<file path="src/rtl/rr_arbiter4_pkg.sv">
// ---------------------------------------------------------------------------
// rr_arbiter4_pkg
// Shared definitions for the 4-way round-robin arbiter:
//   - requester count and index width
//   - hold counter width (covers MAX_HOLD up to 255)
//   - FSM state encoding (IDLE, GRANT)
//   - onehot4(): index -> one-hot grant vector
// ---------------------------------------------------------------------------
package rr_arbiter4_pkg;

  localparam int NUM_REQ = 4;
  localparam int IDX_W   = 2;
  localparam int HOLD_W  = 8;

  typedef enum logic [0:0] {
    IDLE  = 1'b0,
    GRANT = 1'b1
  } state_t;

  // Convert an owner index into its one-hot grant vector.
  function automatic logic [NUM_REQ-1:0] onehot4(input logic [IDX_W-1:0] idx);
    logic [NUM_REQ-1:0] vec;
    case (idx)
      2'd0:    vec = 4'b0001;
      2'd1:    vec = 4'b0010;
      2'd2:    vec = 4'b0100;
      2'd3:    vec = 4'b1000;
      default: vec = 4'b0000;
    endcase
    return vec;
  endfunction

endpackage : rr_arbiter4_pkg

</file>
<file path="src/rtl/rr_arbiter4_pick4.sv">
// ---------------------------------------------------------------------------
// rr_pick4
// Combinational round-robin winner search. Looks for the first set request
// bit starting at ptr and moving upward, wrapping from 3 back to 0.
//
// Ports:
//   req   in  [3:0]  request lines, bit i = requester i
//   ptr   in  [1:0]  first index to consider
//   found out        at least one request is pending
//   idx   out [1:0]  winning requester index (0 when nothing is pending)
// ---------------------------------------------------------------------------
module rr_pick4
  import rr_arbiter4_pkg::*;
(
  input  logic [NUM_REQ-1:0] req,
  input  logic [IDX_W-1:0]   ptr,
  output logic               found,
  output logic [IDX_W-1:0]   idx
);

  logic [2*NUM_REQ-1:0] dbl_s;
  logic [NUM_REQ-1:0]   rot_s;
  logic [IDX_W-1:0]     off_s;

  // Rotate the request vector so that position ptr lands on bit 0, then take
  // the lowest set bit; the offset added back to ptr wraps naturally in 2 bits.
  always_comb begin
    dbl_s = {req, req} >> ptr;
    rot_s = dbl_s[NUM_REQ-1:0];
    if (rot_s[0]) begin
      off_s = 2'd0;
    end else if (rot_s[1]) begin
      off_s = 2'd1;
    end else if (rot_s[2]) begin
      off_s = 2'd2;
    end else if (rot_s[3]) begin
      off_s = 2'd3;
    end else begin
      off_s = 2'd0;
    end
  end

  // Winner index and presence flag.
  always_comb begin
    found = |req;
    if (found) begin
      idx = ptr + off_s;
    end else begin
      idx = 2'd0;
    end
  end

endmodule : rr_pick4

</file>
<file path="src/rtl/rr_arbiter4.sv">
// ---------------------------------------------------------------------------
// rr_arbiter4
// Four-requester round-robin arbiter with a hold limit. A two-state FSM
// (IDLE/GRANT) grants one requester at a time, keeps the grant until the
// owner pulses done, drops its request, or has held the grant for MAX_HOLD
// cycles (0 = no limit). After every release there is exactly one IDLE cycle
// and the search pointer advances past the previous owner.
//
// Parameters:
//   MAX_HOLD  max consecutive grant cycles per owner, 0 = unlimited (0..255)
//
// Ports:
//   clk      in        rising-edge clock
//   rst_n    in        asynchronous active-low reset
//   req      in  [3:0] request lines
//   done     in        one-cycle release pulse from the owner
//   a1..a4   in        data from requesters 0..3
//   gnt      out [3:0] one-hot grant (registered)
//   sel      out [1:0] owner index for the data mux (registered)
//   busy     out       high while in GRANT (registered)
//   signal   out       owner's data while busy, else 0 (combinational)
//   timeout  out       one-cycle pulse on a hold-limit release (registered)
// ---------------------------------------------------------------------------
module rr_arbiter4
  import rr_arbiter4_pkg::*;
#(
  parameter int MAX_HOLD = 8
) (
  input  logic               clk,
  input  logic               rst_n,
  input  logic [NUM_REQ-1:0] req,
  input  logic               done,
  input  logic               a1,
  input  logic               a2,
  input  logic               a3,
  input  logic               a4,
  output logic [NUM_REQ-1:0] gnt,
  output logic [IDX_W-1:0]   sel,
  output logic               busy,
  output logic               signal,
  output logic               timeout
);

  localparam logic [HOLD_W-1:0] MAX_HOLD_C = HOLD_W'(MAX_HOLD);
  localparam logic [HOLD_W-1:0] HOLD_SAT_C = {HOLD_W{1'b1}};

  state_t               state_r, state_s;
  logic [IDX_W-1:0]     ptr_r, ptr_s;
  logic [HOLD_W-1:0]    hold_r, hold_s;
  logic [NUM_REQ-1:0]   gnt_r, gnt_s;
  logic [IDX_W-1:0]     sel_r, sel_s;
  logic                 busy_r, busy_s;
  logic                 timeout_r, timeout_s;

  logic                 found_s;
  logic [IDX_W-1:0]     idx_s;
  logic                 owner_req_s;
  logic                 hold_hit_s;
  logic                 release_s;

  // Round-robin winner search from the current pointer.
  rr_pick4 u_pick (
    .req   (req),
    .ptr   (ptr_r),
    .found (found_s),
    .idx   (idx_s)
  );

  // Release conditions for the current owner (sel_r holds the owner index).
  always_comb begin
    owner_req_s = req[sel_r];
    if (MAX_HOLD_C != 8'd0) begin
      hold_hit_s = (hold_r >= MAX_HOLD_C);
    end else begin
      hold_hit_s = 1'b0;
    end
    release_s = done | ~owner_req_s | hold_hit_s;
  end

  // Next-state and next-output logic.
  always_comb begin
    state_s   = state_r;
    ptr_s     = ptr_r;
    hold_s    = hold_r;
    gnt_s     = gnt_r;
    sel_s     = sel_r;
    busy_s    = busy_r;
    timeout_s = 1'b0;
    case (state_r)
      IDLE: begin
        // done is meaningless here and is deliberately not looked at.
        if (found_s) begin
          state_s = GRANT;
          gnt_s   = onehot4(idx_s);
          sel_s   = idx_s;
          busy_s  = 1'b1;
          hold_s  = 8'd1;
        end else begin
          // sel keeps its last value so the data path stays stable.
          gnt_s  = 4'b0000;
          busy_s = 1'b0;
        end
      end
      GRANT: begin
        if (release_s) begin
          state_s = IDLE;
          gnt_s   = 4'b0000;
          busy_s  = 1'b0;
          ptr_s   = sel_r + 2'd1;
          hold_s  = 8'd0;
          // Only a pure hold-limit release is reported; done or a dropped
          // request takes precedence and suppresses the pulse.
          timeout_s = hold_hit_s & ~done & owner_req_s;
        end else begin
          // Saturate so an unlimited hold never wraps back to a small count.
          if (hold_r != HOLD_SAT_C) begin
            hold_s = hold_r + 8'd1;
          end else begin
            hold_s = hold_r;
          end
        end
      end
      default: begin
        state_s = IDLE;
        gnt_s   = 4'b0000;
        busy_s  = 1'b0;
        hold_s  = 8'd0;
      end
    endcase
  end

  // State, pointer, hold counter and output registers.
  always_ff @(posedge clk or negedge rst_n) begin
    if (!rst_n) begin
      state_r   <= IDLE;
      ptr_r     <= 2'd0;
      hold_r    <= 8'd0;
      gnt_r     <= 4'b0000;
      sel_r     <= 2'd0;
      busy_r    <= 1'b0;
      timeout_r <= 1'b0;
    end else begin
      state_r   <= state_s;
      ptr_r     <= ptr_s;
      hold_r    <= hold_s;
      gnt_r     <= gnt_s;
      sel_r     <= sel_s;
      busy_r    <= busy_s;
      timeout_r <= timeout_s;
    end
  end

  // Shared 4:1 data path, gated by busy so idle cycles present 0.
  always_comb begin
    if (busy_r) begin
      case (sel_r)
        2'd0:    signal = a1;
        2'd1:    signal = a2;
        2'd2:    signal = a3;
        2'd3:    signal = a4;
        default: signal = 1'b0;
      endcase
    end else begin
      signal = 1'b0;
    end
  end

  assign gnt     = gnt_r;
  assign sel     = sel_r;
  assign busy    = busy_r;
  assign timeout = timeout_r;

endmodule : rr_arbiter4

</file>
<file path="config.mk">
export PLATFORM = sky130hd
export DESIGN_NAME = rr_arbiter4
export DESIGN_NICKNAME = d
export VERILOG_FILES = /design/src/rtl/rr_arbiter4_pkg.sv /design/src/rtl/rr_arbiter4_pick4.sv /design/src/rtl/rr_arbiter4.sv
export SDC_FILE = /design/constraint.sdc
export NUM_CORES = 1
export LEC_CHECK = 0
export BUFFER_PORTS_ARGS = -buffer_cell sky130_fd_sc_hd__buf_2
export CORE_MARGIN = 5
export CORE_UTILIZATION = 58
export DETAILED_ROUTE_END_ITERATION = 10
export GPL_TIMING_DRIVEN = 1
export PLACE_DENSITY_LB_ADDON = 0.2
export SYNTH_ARGS = -nofsm -noshare
export SYNTH_HDL_FRONTEND = slang
export SYNTH_HIERARCHICAL = 1
export SYNTH_SLANG_ARGS = --single-unit
</file>
<file path="constraint.sdc">
create_clock -name clk -period 6.8 [get_ports clk]
set_clock_uncertainty 0.2 [all_clocks]
set_input_delay 0.68 -clock clk [delete_from_list [all_inputs] [get_ports clk]]
set_output_delay 0.68 -clock clk [all_outputs]
set_load 0.01 [all_outputs]
</file>
==> PnR_summary.wiki, run 1 <==
{| class="wikitable"
! Metric !! Value
|-
| Arrival time at the worst endpoint || ~1.7 ns
|-
| Worst relative slew slack || 65.2%
|-
| Kind of launch point of the worst setup path || flip-flop
|-
| Final standard cell count with taps included and fillers excluded || approximately 160
|-
| Element type at the critical path end || output port
|-
| Clock tree sinks || 19
|-
| Buffer depth of the longest clock path || 2
|-
| Endpoint required time on the critical path || between 5 and 6 ns
|-
| Leakage dissipation || 0.606 nW
|-
| CP Max Fanout || 6
|-
| Critical path type || flip-flop to output port
|-
| Number of distinct standard cells referenced by the synthesized netlist || 41
|-
| Number of enable-type register cells in the synthesized netlist || 0
|-
| Hold Slack || 0.102 ns
|-
| Port buffer count || 19
|-
| Design internal power || 0.277 mW
|-
| Placed Instances || between 150 and 200
|-
| Min Tclk post-route || 2.62 ns
|-
| Transition time of the tightest slew-check pin || 0.522 ns
|-
| Number of antenna violations at the first check in global routing || 0
|-
| Minimum setup slack among reg-to-reg paths || 4.44 ns
|-
| Area Overhead vs Synth || 10.5%
|-
| Vias after detailed routing || 879
|-
| Final sum of negative setup slack || 0 ns
|-
| Average routed wire per standard cell || 12.6 um
|-
| Met3 Use GR || 1.63%
|-
| Global placer's final weighted congestion || 0.734
|-
| Final #Nets || 155
|-
| Sequence of cells on the critical path || inv_1 -> ha_1 -> a222oi_1 -> o21ai_0 -> and2_1 -> buf_2
|-
| Fraction of power spent switching nets || 40.6%
|-
| Synthesized-area fraction occupied by ao, oa, aoi and oai cells || 15.5%
|-
| Wire length of the first global-routing pass || approximately 3500 um
|-
| Endpoint of the worst register-to-register path || gnt[1]
|-
| Routing layer with the top usage in global route || met2
|-
| CTS tree || built
|-
| Seq pwr share || 40.6%
|-
| Die Span Y || 54.7 um
|-
| Met2 usage || approximately 28%
|-
| Clock-pin slew of the registers on the worst-case setup and hold paths || 0.11 ns
|-
| Mean number of vias per cell || 5.39
|-
| Final instance area || roughly 0.0013 mm2
|-
| Global-route congestion overflow total || 0
|-
| Antenna Diode Count || 0
|-
| Mux contribution to synthesized area || 6.59%
|-
| Cell at the root of the clock tree || sky130_fd_sc_hd__clkbuf_4
|-
| Worst-case setup margin in the final layout || 4.18 ns
|-
| Avg Inst Size Synth || 9.89 um2
|-
| Horiz. Die Dim || 54.7 um
|-
| Synth Area in Adders || roughly 7.6%
|-
| Routed WL || between 2000 and 2500 um
|-
| Top achievable clock speed || 381 MHz
|-
| Final routed DRC violation total || 0
|-
| Async S/R FF share, synth || 100%
|-
| Main combinational cell family by area after synthesis || simple AND/OR/NAND/NOR gates
|-
| Commonest register cell after synthesis || sky130_fd_sc_hd__dfrtp_1
|-
| Launch point of the worst reg-to-reg path || ptr_r[1]
|-
| Core occupancy in the finished layout || 66.5%
|-
| Simple-gate portion of the synthesized area || 22.6%
|-
| Pin count of the biggest net entering global routing || 20
|-
| First-pass DRT Iterations || 4
|-
| Die Area || 0.00299 mm2
|-
| Slowest stage delay, CP || 0.44 ns
|-
| Antenna-violating nets left || 0
|-
| Slew Limit Fails || 0
|-
| Multi-input gate area || around 620 um2
|-
| Clock Latency Late Sink || 0.29 ns
|-
| Hold Vio Cnt, Final || 0
|-
| Power density of the placed cells || 364 mW/mm2
|-
| Post-CTS setup buffer count || 0
|-
| Register area share after synthesis || 41.1%
|-
| Cell count after synthesis || about 120
|-
| Place WS || 4.09 ns
|-
| Layout cell share with drive strength beyond 1 || 25.0%
|-
| Cell count of the worst reg-to-reg path || 10
|-
| Setup repair after global routing missed its margin || false
|-
| Number of synthesized register bits || 19
|-
| Post-cts repair resize count || 0
|-
| Post-detailed-placement half-perimeter wirelength || 1560 um
|-
| Syn Nets || approximately 140
|-
| Run status || finished clean
|-
| CTS H-Tree Depth || 1
|-
| Num rows || 16
|-
| Fin crit share || 38.6%
|-
| Total power after layout || 0.466 mW
|-
| Hold/Removal Path Class || input pin to async pin
|-
| Global-route usage over all layers || 16.2%
|-
| Netlist area before placement || 0.00116 mm2
|-
| Top-level port count || 20
|-
| Hold buffer count at cts || 0
|-
| Setup crit start || sel[0]
|-
| Core region area || 0.00192 mm2
|-
| Final setup vio count || 0
|-
| Number of buffers created by CTS || 3
|-
| Yosys warns || 6
|-
| Number of maximum-capacitance constraint violations || 0
|-
| Synthesized-area fraction occupied by xor and xnor cells || 1.51%
|-
| Standard cell with the maximum stage delay on the critical path || sky130_fd_sc_hd__dfrtp_1
|-
| Clock share of power || 11.9%
|-
| Max VDD drop || 0.209 mV
|-
| Met1 global-route usage || 19.9%
|-
| Fill count || 171
|-
| Switching power || 0.189 mW
|-
| Number of DRC violations after detailed-routing iteration 0 || 13
|-
| Area used by sequential logic in the layout || 475 um2
|-
| Cell Area, Placed || between 0.001 and 0.0015 mm2
|-
| Share of total power in combinational logic || 47.5%
|-
| Initial standard-cell utilization of the core || 60.2%
|-
| Number of global-route vias before repair || 823
|}
-- flip-flops by register name, summed over array words and instances (netlist names) --
register	count
ptr_r	2
gnt	4
timeout	1
hold_r	8
sel	2
state_r	1
busy	1
-- power groups by stage --
stage	combinational, mW	sequential (mW)	clock, mW
after floorplan	0.190	0.176	0
after global placement	0.215	0.190	0
after detailed placement	0.223	0.192	0
after CTS	0.224	0.189	0.0581
after global routing	0.252	0.196	0.0634
final	0.221	0.189	0.0555
-- routing by layer --
layer | share of wire [%] | wire length, um
met1 | 44 | 894
met2 | 51 | 1040
met3 | 5.2 | 107
met4 | 0.44 | 9
met5 | 0 | 0
-- cell usage in the layout (no fill, tap or decap), types with 2 or more instances in the layout --
cell,count
sky130_fd_sc_hd__nor3_1,2
sky130_fd_sc_hd__inv_1,7
sky130_fd_sc_hd__and2_1,4
sky130_fd_sc_hd__o21ai_0,8
sky130_fd_sc_hd__buf_2,19
sky130_fd_sc_hd__nand3_1,3
sky130_fd_sc_hd__mux2_4,3
sky130_fd_sc_hd__xnor2_1,2
sky130_fd_sc_hd__a21oi_1,2
sky130_fd_sc_hd__nor2b_1,3
sky130_fd_sc_hd__nand2_1,16
sky130_fd_sc_hd__clkbuf_4,3
sky130_fd_sc_hd__nand3b_1,2
sky130_fd_sc_hd__mux2i_1,2
sky130_fd_sc_hd__ha_1,7
sky130_fd_sc_hd__o22ai_1,3
sky130_fd_sc_hd__dfrtp_1,19
sky130_fd_sc_hd__nor2_1,8
-- cells by family after synthesis --
logic type,count (synthesis)
flops,19
buf+inv,11
simple gates,48
mux,6
xor+xnor,2
compound gates,24
fa+ha+maj,7
-- worst max path at each step --
| stage | slack, ns | cells after the start | end |
|---|---|---|---|
| 6_report | 4.18 | 6 | signal |
| 5_1_grt | 3.99 | 6 | signal |
| 4_1_cts | 4.13 | 6 | signal |
| 3_5_place_dp | 4.09 | 11 | gnt[1] |
| 3_3_place_gp | 4.18 | 11 | gnt[1] |
| 2_1_floorplan | 4.31 | 11 | gnt[1] |
-- final cells by class --
| cell class | instances | area share [%] |
|---|---|---|
| clock buffers | 4 | 2.05 |
| flip-flops and latches | 19 | 37.2 |
| multi-input cells | 87 | 48.6 |
| inverters | 7 | 2.05 |
| well taps | 27 | 2.64 |
| repair buffers | 19 | 7.44 |
-- synth_stat cells, types with 2 or more instances --
cell type | number | area (um2)
sky130_fd_sc_hd__nor3_1 | 2 | 10.0
sky130_fd_sc_hd__xnor2_1 | 2 | 17.5
sky130_fd_sc_hd__mux2_4 | 3 | 45.0
sky130_fd_sc_hd__nand2_1 | 16 | 60.1
sky130_fd_sc_hd__nand3b_1 | 2 | 15.0
sky130_fd_sc_hd__o21ai_0 | 8 | 40.0
sky130_fd_sc_hd__ha_1 | 7 | 87.6
sky130_fd_sc_hd__inv_1 | 7 | 26.3
sky130_fd_sc_hd__nor2_1 | 8 | 30.0
sky130_fd_sc_hd__nor2b_1 | 3 | 18.8
sky130_fd_sc_hd__o22ai_1 | 3 | 18.8
sky130_fd_sc_hd__buf_6 | 2 | 22.5
sky130_fd_sc_hd__dfrtp_1 | 19 | 475
sky130_fd_sc_hd__mux2i_1 | 2 | 20.0
sky130_fd_sc_hd__nand3_1 | 3 | 15.0
sky130_fd_sc_hd__a21oi_1 | 2 | 10.0
sky130_fd_sc_hd__and2_1 | 4 | 25.0
-- worst max-delay path: cells and delay by family (launching register included) --
| kind | cells | cell delay [ns] |
|---|---|---|
| flops | 1 | 0.44 |
| compound gates | 2 | 0.40 |
| simple gates | 1 | 0.15 |
| fa+ha+maj | 1 | 0.21 |
| buf+inv | 2 | 0.25 |
Power figures use the tool's default switching activity.
==> run 2, diff against run 1 <==
- CORE_UTILIZATION: 58 -> 49
- clock period: 6.8 -> 2.4 ns (I/O delays scaled with it)
==> run 2 against run 1 <==
Against the previous run:
- setup slack lost 4.0 ns
- total power rose to 2.9 times the previous value
- clock-buffer cell count fell by 1
- clock power grew to 3.1 times the previous value
- sequential power rose to 2.9 times the previous value
- critical path depth is 4 higher
- combinational power grew to 2.9 times the previous value
- die area up 15%
- critical path type is now flip-flop to flip-flop
- critical endpoint is now gnt[1]
==> PnR_summary.wiki, run 2 (synthesis gave the netlist of run 1 again) <==
{| class="wikitable"
! Metric !! Value
|-
| Core occupancy in the finished layout || 58.0% (-8.6 points)
|-
| Hold/Removal Path Class || input pin to async pin
|-
| Clock-pin slew of the registers on the worst-case setup and hold paths || 0.12 ns (about the same)
|-
| Most common cell after layout, fill and taps aside || sky130_fd_sc_hd__buf_2
|-
| Max VDD drop || 0.511 mV (+140%)
|-
| Leading cell types in the layout, fill and taps excluded || sky130_fd_sc_hd__buf_2, sky130_fd_sc_hd__dfrtp_1, sky130_fd_sc_hd__nand2_1
|-
| Final sum of negative setup slack || 0 ns (unchanged)
|-
| Seq pwr share || 40.1% (-0.5 points)
|-
| Area Overhead vs Synth || 11.9%
|-
| Global-route usage over all layers || 13.1% (-3.0 points)
|-
| Antenna-violating nets left || 0 (unchanged)
|-
| Setup repair after global routing missed its margin || false
|-
| CTS H-Tree Depth || 1 (unchanged)
|-
| Cell at the root of the clock tree || sky130_fd_sc_hd__clkbuf_4
|-
| Horiz. Die Dim || 58.6 um (+7.2%)
|-
| Element type at the critical path end || flip-flop
|-
| CP Max Fanout || 8 (+2)
|-
| Layout cell share with drive strength beyond 1 || 26.3% (+1.3 points)
|-
| Fill count || 207 (+21%)
|-
| Min Tclk post-route || between 2 and 2.5 ns
|-
| Fin crit share || 94.3%
|-
| Pin count of the biggest net entering global routing || 20 (unchanged)
|-
| Clock Latency Late Sink || 0.31 ns (+0.02 ns)
|-
| Top achievable clock speed || between 400 and 500 MHz
|-
| Core region area || 0.00223 mm2 (+16%)
|-
| Clock tree sinks || 19 (unchanged)
|-
| Leakage dissipation || 0.608 nW (+0.35%)
|-
| Routed WL || 2140 um (+4.1%)
|-
| Vias after detailed routing || 880 (+0.11%)
|-
| Average routed wire per standard cell || 13.0 um (+2.8%)
|-
| Arrival time at the worst endpoint || 2.29 ns (+0.55 ns)
|-
| Global placer's final weighted congestion || 0.735 (+0.15%)
|-
| Largest register FFs || 8 (unchanged)
|-
| Buffer depth of the longest clock path || 2 (unchanged)
|-
| CTS tree || built
|-
| Switching power || 0.559 mW (+200%)
|-
| Kind of launch point of the worst setup path || flip-flop
|-
| Final setup vio count || 0 (unchanged)
|-
| Number of DRC violations after detailed-routing iteration 0 || 23 (+10)
|-
| First-pass DRT Iterations || 4 (unchanged)
|-
| Most flops, register || hold_r
|-
| Top-level port count || 20 (unchanged)
|-
| Num rows || 17 (+1)
|-
| Design internal power || 0.788 mW (+180%)
|-
| Slew Limit Fails || 0 (unchanged)
|-
| Port buffer count || 19 (unchanged)
|-
| Critical path type || flip-flop to flip-flop
|-
| Hold Vio Cnt, Final || 0 (unchanged)
|-
| Transition time of the tightest slew-check pin || 0.520 ns (-0.00135 ns)
|-
| Number of antenna violations at the first check in global routing || 0 (unchanged)
|-
| Die Span Y || 58.6 um (+7.2%)
|-
| Die Area || 0.00343 mm2 (+15%)
|-
| Endpoint required time on the critical path || 2.42 ns (-3.50 ns)
|-
| Antenna Diode Count || 0 (unchanged)
|-
| Wire length of the first global-routing pass || 3530 um (+1.8%)
|-
| Placed Instances || 160 (+0.63%)
|-
| Final routed DRC violation total || 0 (unchanged)
|-
| Worst relative slew slack || 65.3% (+0.090 points)
|-
| Clock share of power || 12.6% (+0.7 points)
|-
| Final standard cell count with taps included and fillers excluded || 165 (+1.2%)
|-
| Run status || finished clean
|-
| Number of global-route vias before repair || 828 (+0.61%)
|-
| Final #Nets || 156 (+0.65%)
|-
| Number of buffers created by CTS || 3 (unchanged)
|-
| Number of maximum-capacitance constraint violations || 0 (unchanged)
|-
| Power density of the placed cells || 1040 mW/mm2 (+190%)
|-
| Global-route congestion overflow total || 0 (unchanged)
|-
| Share of total power in combinational logic || 47.3% (-0.2 points)
|-
| Post-detailed-placement half-perimeter wirelength || 1580 um (+1.3%)
|-
| Fraction of power spent switching nets || 41.5% (+0.92 points)
|-
| Mean number of vias per cell || 5.33 (-1.1%)
|-
| Initial standard-cell utilization of the core || 51.8% (-8.4 points)
|}
[run 2: cell types whose count changed in the layout (fill, tap and decap cells not counted)]
cell                            previous run  this run
sky130_fd_sc_hd__clkinvlp_4                0         1
sky130_fd_sc_hd__dfrtp_2                   0         1
sky130_fd_sc_hd__dfrtp_1                  19        18
sky130_fd_sc_hd__clkbuf_1                  1         0
sky130_fd_sc_hd__dlygate4sd3_1             0         1
[run 2: area by class of cell]
type                    count  area [um2]  share of cell area [%]
multi-input cells          87         622                    48.0
well taps                  28        35.0                    2.71
inverters                   7        26.3                    2.03
clock inverters             1        7.51                   0.580
repair buffers             20         105                    8.12
flip-flops and latches     19         477                    36.8
clock buffers               3        22.5                    1.74
[run 2: per-stage QoR]
step / power [mW] / hold WS, ns / cell area, um2 / worst slack, ns
after floorplan: 1.04 / -0.256 / 1160 / 0.275
after global routing: 1.46 / 0.218 / 1290 / 0.0169
after global placement: 1.16 / -0.00454 / 1250 / 0.185
final: 1.35 / 0.179 / 1290 / 0.137
after CTS: 1.35 / 0.183 / 1290 / 0.0748
after detailed placement: 1.18 / -0.00341 / 1250 / 0.111
[run 2: final timing paths]
| check | startpoint | endpoint | cells after the start | slack, ns |
|---|---|---|---|---|
| worst max-delay path | ptr_r[1] | gnt[1] | 10 | 0.14 |
| worst min-delay path | rst_n | hold_r[5] | 2 | 0.18 |
| worst max register to register | ptr_r[1] | gnt[1] | 10 | 0.14 |
| worst min register to register | hold_r[5] | hold_r[5] | 1 | 0.30 |
| max in group asynchronous | rst_n | ptr_r[1] | 2 | 1.50 |
| min in group clk | done | timeout | 5 | 0.21 |
[run 2: critical path, cell delays in order (launching register included)]
cell,delay (ns)
sky130_fd_sc_hd__dfrtp_2,0.45
sky130_fd_sc_hd__nand2_1,0.07
sky130_fd_sc_hd__a21oi_1,0.14
sky130_fd_sc_hd__o2bb2ai_1,0.08
sky130_fd_sc_hd__o21a_1,0.17
sky130_fd_sc_hd__ha_1,0.18
sky130_fd_sc_hd__xnor2_1,0.16
sky130_fd_sc_hd__nor2_1,0.05
sky130_fd_sc_hd__mux2_1,0.36
sky130_fd_sc_hd__nand3b_1,0.18
sky130_fd_sc_hd__o22ai_1,0.14
[run 2: timing repair]
| action | in CTS | in global routing |
|---|---|---|
| setup buffers | 0 | 0 |
| endpoints found under the setup margin | 0 | 2 |
| gates resized for setup | 0 | 1 |
| hold buffers | 1 | 0 |
| hold endpoints to repair | 19 | 0 |
[run 2: routing by layer]
metal,global-route usage (%),vias up,wire (um)
met4,5.83,0,38
met3,2.85,5,95
met1,16.8,408,1070
met2,21.2,18,936
met5,0,-,0
li1,-,449,-
[run 2: power by group through the flow]
stage / registers, mW / logic (mW) / clock network (mW)
floorplan: 0.498 / 0.540 / 0
global placement: 0.536 / 0.620 / 0
detailed placement: 0.544 / 0.635 / 0
CTS: 0.537 / 0.641 / 0.177
global route: 0.560 / 0.710 / 0.188
finish: 0.539 / 0.637 / 0.170
==> run 3, diff against run 2 <==
--- a/config.mk
+++ b/config.mk
@@ -8,7 +8,8 @@
 export BUFFER_PORTS_ARGS = -buffer_cell sky130_fd_sc_hd__buf_2
 export CORE_MARGIN = 5
-export CORE_UTILIZATION = 49
+export CORE_UTILIZATION = 58
 export DETAILED_ROUTE_END_ITERATION = 10
 export GPL_TIMING_DRIVEN = 1
+export HOLD_SLACK_MARGIN = 0.15
 export PLACE_DENSITY_LB_ADDON = 0.2
 export SYNTH_ARGS = -nofsm -noshare
==> constraint.sdc (replaced) <==
create_clock -name clk -period 2.87 [get_ports clk]
set_clock_uncertainty 0.2 [all_clocks]
set_input_delay 0.287 -clock clk [delete_from_list [all_inputs] [get_ports clk]]
set_output_delay 0.287 -clock clk [all_outputs]
set_load 0.005 [all_outputs]
==> run 3 against run 2 <==
Against the previous run:
- final cell count is 0.61% lower
- sequential cell count unchanged
- die area down 13%
- combinational power is 20% lower
- non-clock buffer count is the same
- register-to-register slack improved by 0.37 ns
- hold slack better by 0.066 ns
- core utilization grew 9.1 points
- clock power is 23% lower
- critical endpoint unchanged
- largest cell class unchanged
==> PnR_summary.wiki, run 3 (synthesis gave the netlist of run 1 again) <==
{| class="wikitable"
! Metric !! Value
|-
| Area Overhead vs Synth || 11.4%
|-
| Place WS || 0.531 ns (+0.420 ns)
|-
| Most flops, register || hold_r
|-
| Launch point of the worst reg-to-reg path || ptr_r[1]
|-
| Total power after layout || 1.09 mW (-19%)
|-
| Kind of launch point of the worst setup path || flip-flop
|-
| First-pass DRT Iterations || 4 (unchanged)
|-
| Run status || finished clean
|-
| Final sum of negative setup slack || 0 ns (unchanged)
|-
| Placed Instances || 159 (-0.63%)
|-
| Hold/Removal Path Class || input pin to async pin
|-
| Final routed DRC violation total || 0 (unchanged)
|-
| Setup repair after global routing missed its margin || false
|-
| Power density of the placed cells || 845 mW/mm2 (-19%)
|-
| Post-detailed-placement half-perimeter wirelength || 1560 um (-1.3%)
|-
| Number of DRC violations after detailed-routing iteration 0 || 13 (-43%)
|-
| Clock-pin slew of the registers on the worst-case setup and hold paths || 0.11 ns (about the same)
|-
| Transition time of the tightest slew-check pin || 0.522 ns (+0.00135 ns)
|-
| Post-cts repair resize count || 0 (unchanged)
|-
| Standard cell with the maximum stage delay on the critical path || sky130_fd_sc_hd__dfrtp_1
|-
| Average routed wire per standard cell || 12.6 um (-3.0%)
|-
| CTS H-Tree Depth || 1 (unchanged)
|-
| Final instance area || 0.00129 mm2 (-0.48%)
|-
| Leading cell types in the layout, fill and taps excluded || sky130_fd_sc_hd__dfrtp_1, sky130_fd_sc_hd__buf_2, sky130_fd_sc_hd__nand2_1
|-
| Vias after detailed routing || 881 (+0.11%)
|-
| Antenna-violating nets left || 0 (unchanged)
|-
| Core occupancy in the finished layout || 67.1% (+9.1 points)
|-
| Max VDD drop || 0.494 mV (-3.2%)
|-
| Cell Area, Placed || 0.00125 mm2 (about the same)
|-
| Core region area || 0.00192 mm2 (-14%)
|-
| Largest register FFs || 8 (unchanged)
|-
| Min Tclk post-route || 2.36 ns (+0.0975 ns)
|-
| Clock tree sinks || 19 (unchanged)
|-
| Layout cell share with drive strength beyond 1 || 24.8% (-1.5 points)
|-
| Mean number of vias per cell || 5.37 (+0.72%)
|-
| Top Family by Delay on Critical Path || compound AO/OA/AOI/OAI gates
|-
| Cell count of the worst reg-to-reg path || 10 (unchanged)
|-
| Worst-case setup margin in the final layout || 0.510 ns (+0.373 ns)
|-
| Horiz. Die Dim || 54.7 um (-6.7%)
|-
| Wire length of the first global-routing pass || 3480 um (-1.4%)
|-
| Hold Vio Cnt, Final || 0 (unchanged)
|-
| Number of antenna violations at the first check in global routing || 0 (unchanged)
|-
| CTS tree || built
|-
| Element type at the critical path end || flip-flop
|-
| Num rows || 16 (-1)
|-
| Hold Slack || 0.245 ns (+0.0656 ns)
|-
| Antenna Diode Count || 0 (unchanged)
|-
| Top-level port count || 20 (unchanged)
|-
| Slowest stage delay, CP || 0.50 ns (+0.05 ns)
|-
| Minimum setup slack among reg-to-reg paths || 0.51 ns (+0.37 ns)
|-
| Arrival time at the worst endpoint || 2.38 ns (+0.09 ns)
|-
| Multi-input gate area || 622 um2 (unchanged)
|-
| Endpoint of the worst register-to-register path || gnt[1]
|-
| Global-route congestion overflow total || 0 (unchanged)
|-
| Initial standard-cell utilization of the core || 60.2% (+8.4 points)
|-
| Final #Nets || 156 (unchanged)
|-
| CP Max Fanout || 8 (unchanged)
|-
| Top achievable clock speed || 424 MHz (-4.1%)
|-
| Number of global-route vias before repair || 826 (-0.24%)
|-
| Die Area || 0.00299 mm2 (-13%)
|-
| Routed WL || 2060 um (-3.6%)
|-
| Buffer depth of the longest clock path || 2 (unchanged)
|-
| Die Span Y || 54.7 um (-6.7%)
|-
| Number of buffers created by CTS || 3 (unchanged)
|-
| Buffer and inverter count on the worst path || 0 (unchanged)
|-
| Final standard cell count with taps included and fillers excluded || 164 (-0.61%)
|-
| Slew Limit Fails || 0 (unchanged)
|-
| Global placer's final weighted congestion || 0.734 (-0.15%)
|-
| Critical path type || flip-flop to flip-flop
|-
| Worst relative slew slack || 65.2% (-0.090 points)
|-
| Fin crit share || 82.2% (-12 points)
|-
| Endpoint required time on the critical path || 2.89 ns (+0.47 ns)
|-
| Number of maximum-capacitance constraint violations || 0 (unchanged)
|-
| Global-route usage over all layers || 16.2% (+3.1 points)
|-
| Pin count of the biggest net entering global routing || 20 (unchanged)
|-
| Final setup vio count || 0 (unchanged)
|-
| Clock Latency Late Sink || 0.29 ns (-0.02 ns)
|-
| Cell at the root of the clock tree || sky130_fd_sc_hd__clkbuf_4
|-
| Leakage dissipation || 0.610 nW (+0.34%)
|-
| Sequence of cells on the critical path || nand2_1 -> a21oi_1 -> o2bb2ai_1 -> o21a_1 -> ha_1 -> xnor2_1 -> nor2_1 -> mux2_1 -> nand3b_1 -> o22ai_1
|-
| Area used by sequential logic in the layout || 475 um2 (-0.26%)
|-
| Fill count || 172 (-17%)
|-
| Port buffer count || 19 (unchanged)
|}
[run 3: cell count changes in the layout (fill, tap and decap cells not counted), sizes merged]
| cell | delta |
|---|---|
| clkinvlp | -1 |
| clkbuf | +1 |
[run 3: worst max-delay path by stage]
stage              from     end  slack (ns)  cells after the start
2_1_floorplan  ptr_r[1]  gnt[1]        0.75                     11
3_3_place_gp   ptr_r[1]  gnt[1]        0.63                     10
3_5_place_dp   ptr_r[1]  gnt[1]        0.53                     10
4_1_cts        ptr_r[1]  gnt[1]        0.51                     10
5_1_grt        ptr_r[1]  gnt[1]        0.34                     10
6_report       ptr_r[1]  gnt[1]        0.51                     10
[run 3: final cells by class]
class                   instances  share of cell area, %
clock buffers                   4                   2.04
inverters                       7                   2.04
multi-input cells              87                   48.3
flip-flops and latches         19                   36.9
well taps                      27                   2.62
repair buffers                 20                   8.16
[run 3: metal layers]
| layer | vias to the layer above | GRT usage, % | routed length (um) |
|---|---|---|---|
| li1 | 447 | - | - |
| met4 | 0 | 7.47 | 9 |
| met3 | 2 | 1.63 | 107 |
| met5 | - | 0 | 0 |
| met1 | 415 | 20.1 | 900 |
| met2 | 17 | 28.0 | 1040 |
[run 3: repair_timing]
item,4_1_cts,5_1_grt
hold endpoints to repair,19,0
hold buffers,1,0
setup buffers,0,0
[run 3: report_power, final]
group | switching [mW] | internal, mW | total (mW)
Combinational | 0.245 | 0.265 | 0.509
Sequential | 0.111 | 0.337 | 0.448
Clock | 0.0775 | 0.0540 | 0.131
Total | 0.433 | 0.656 | 1.09
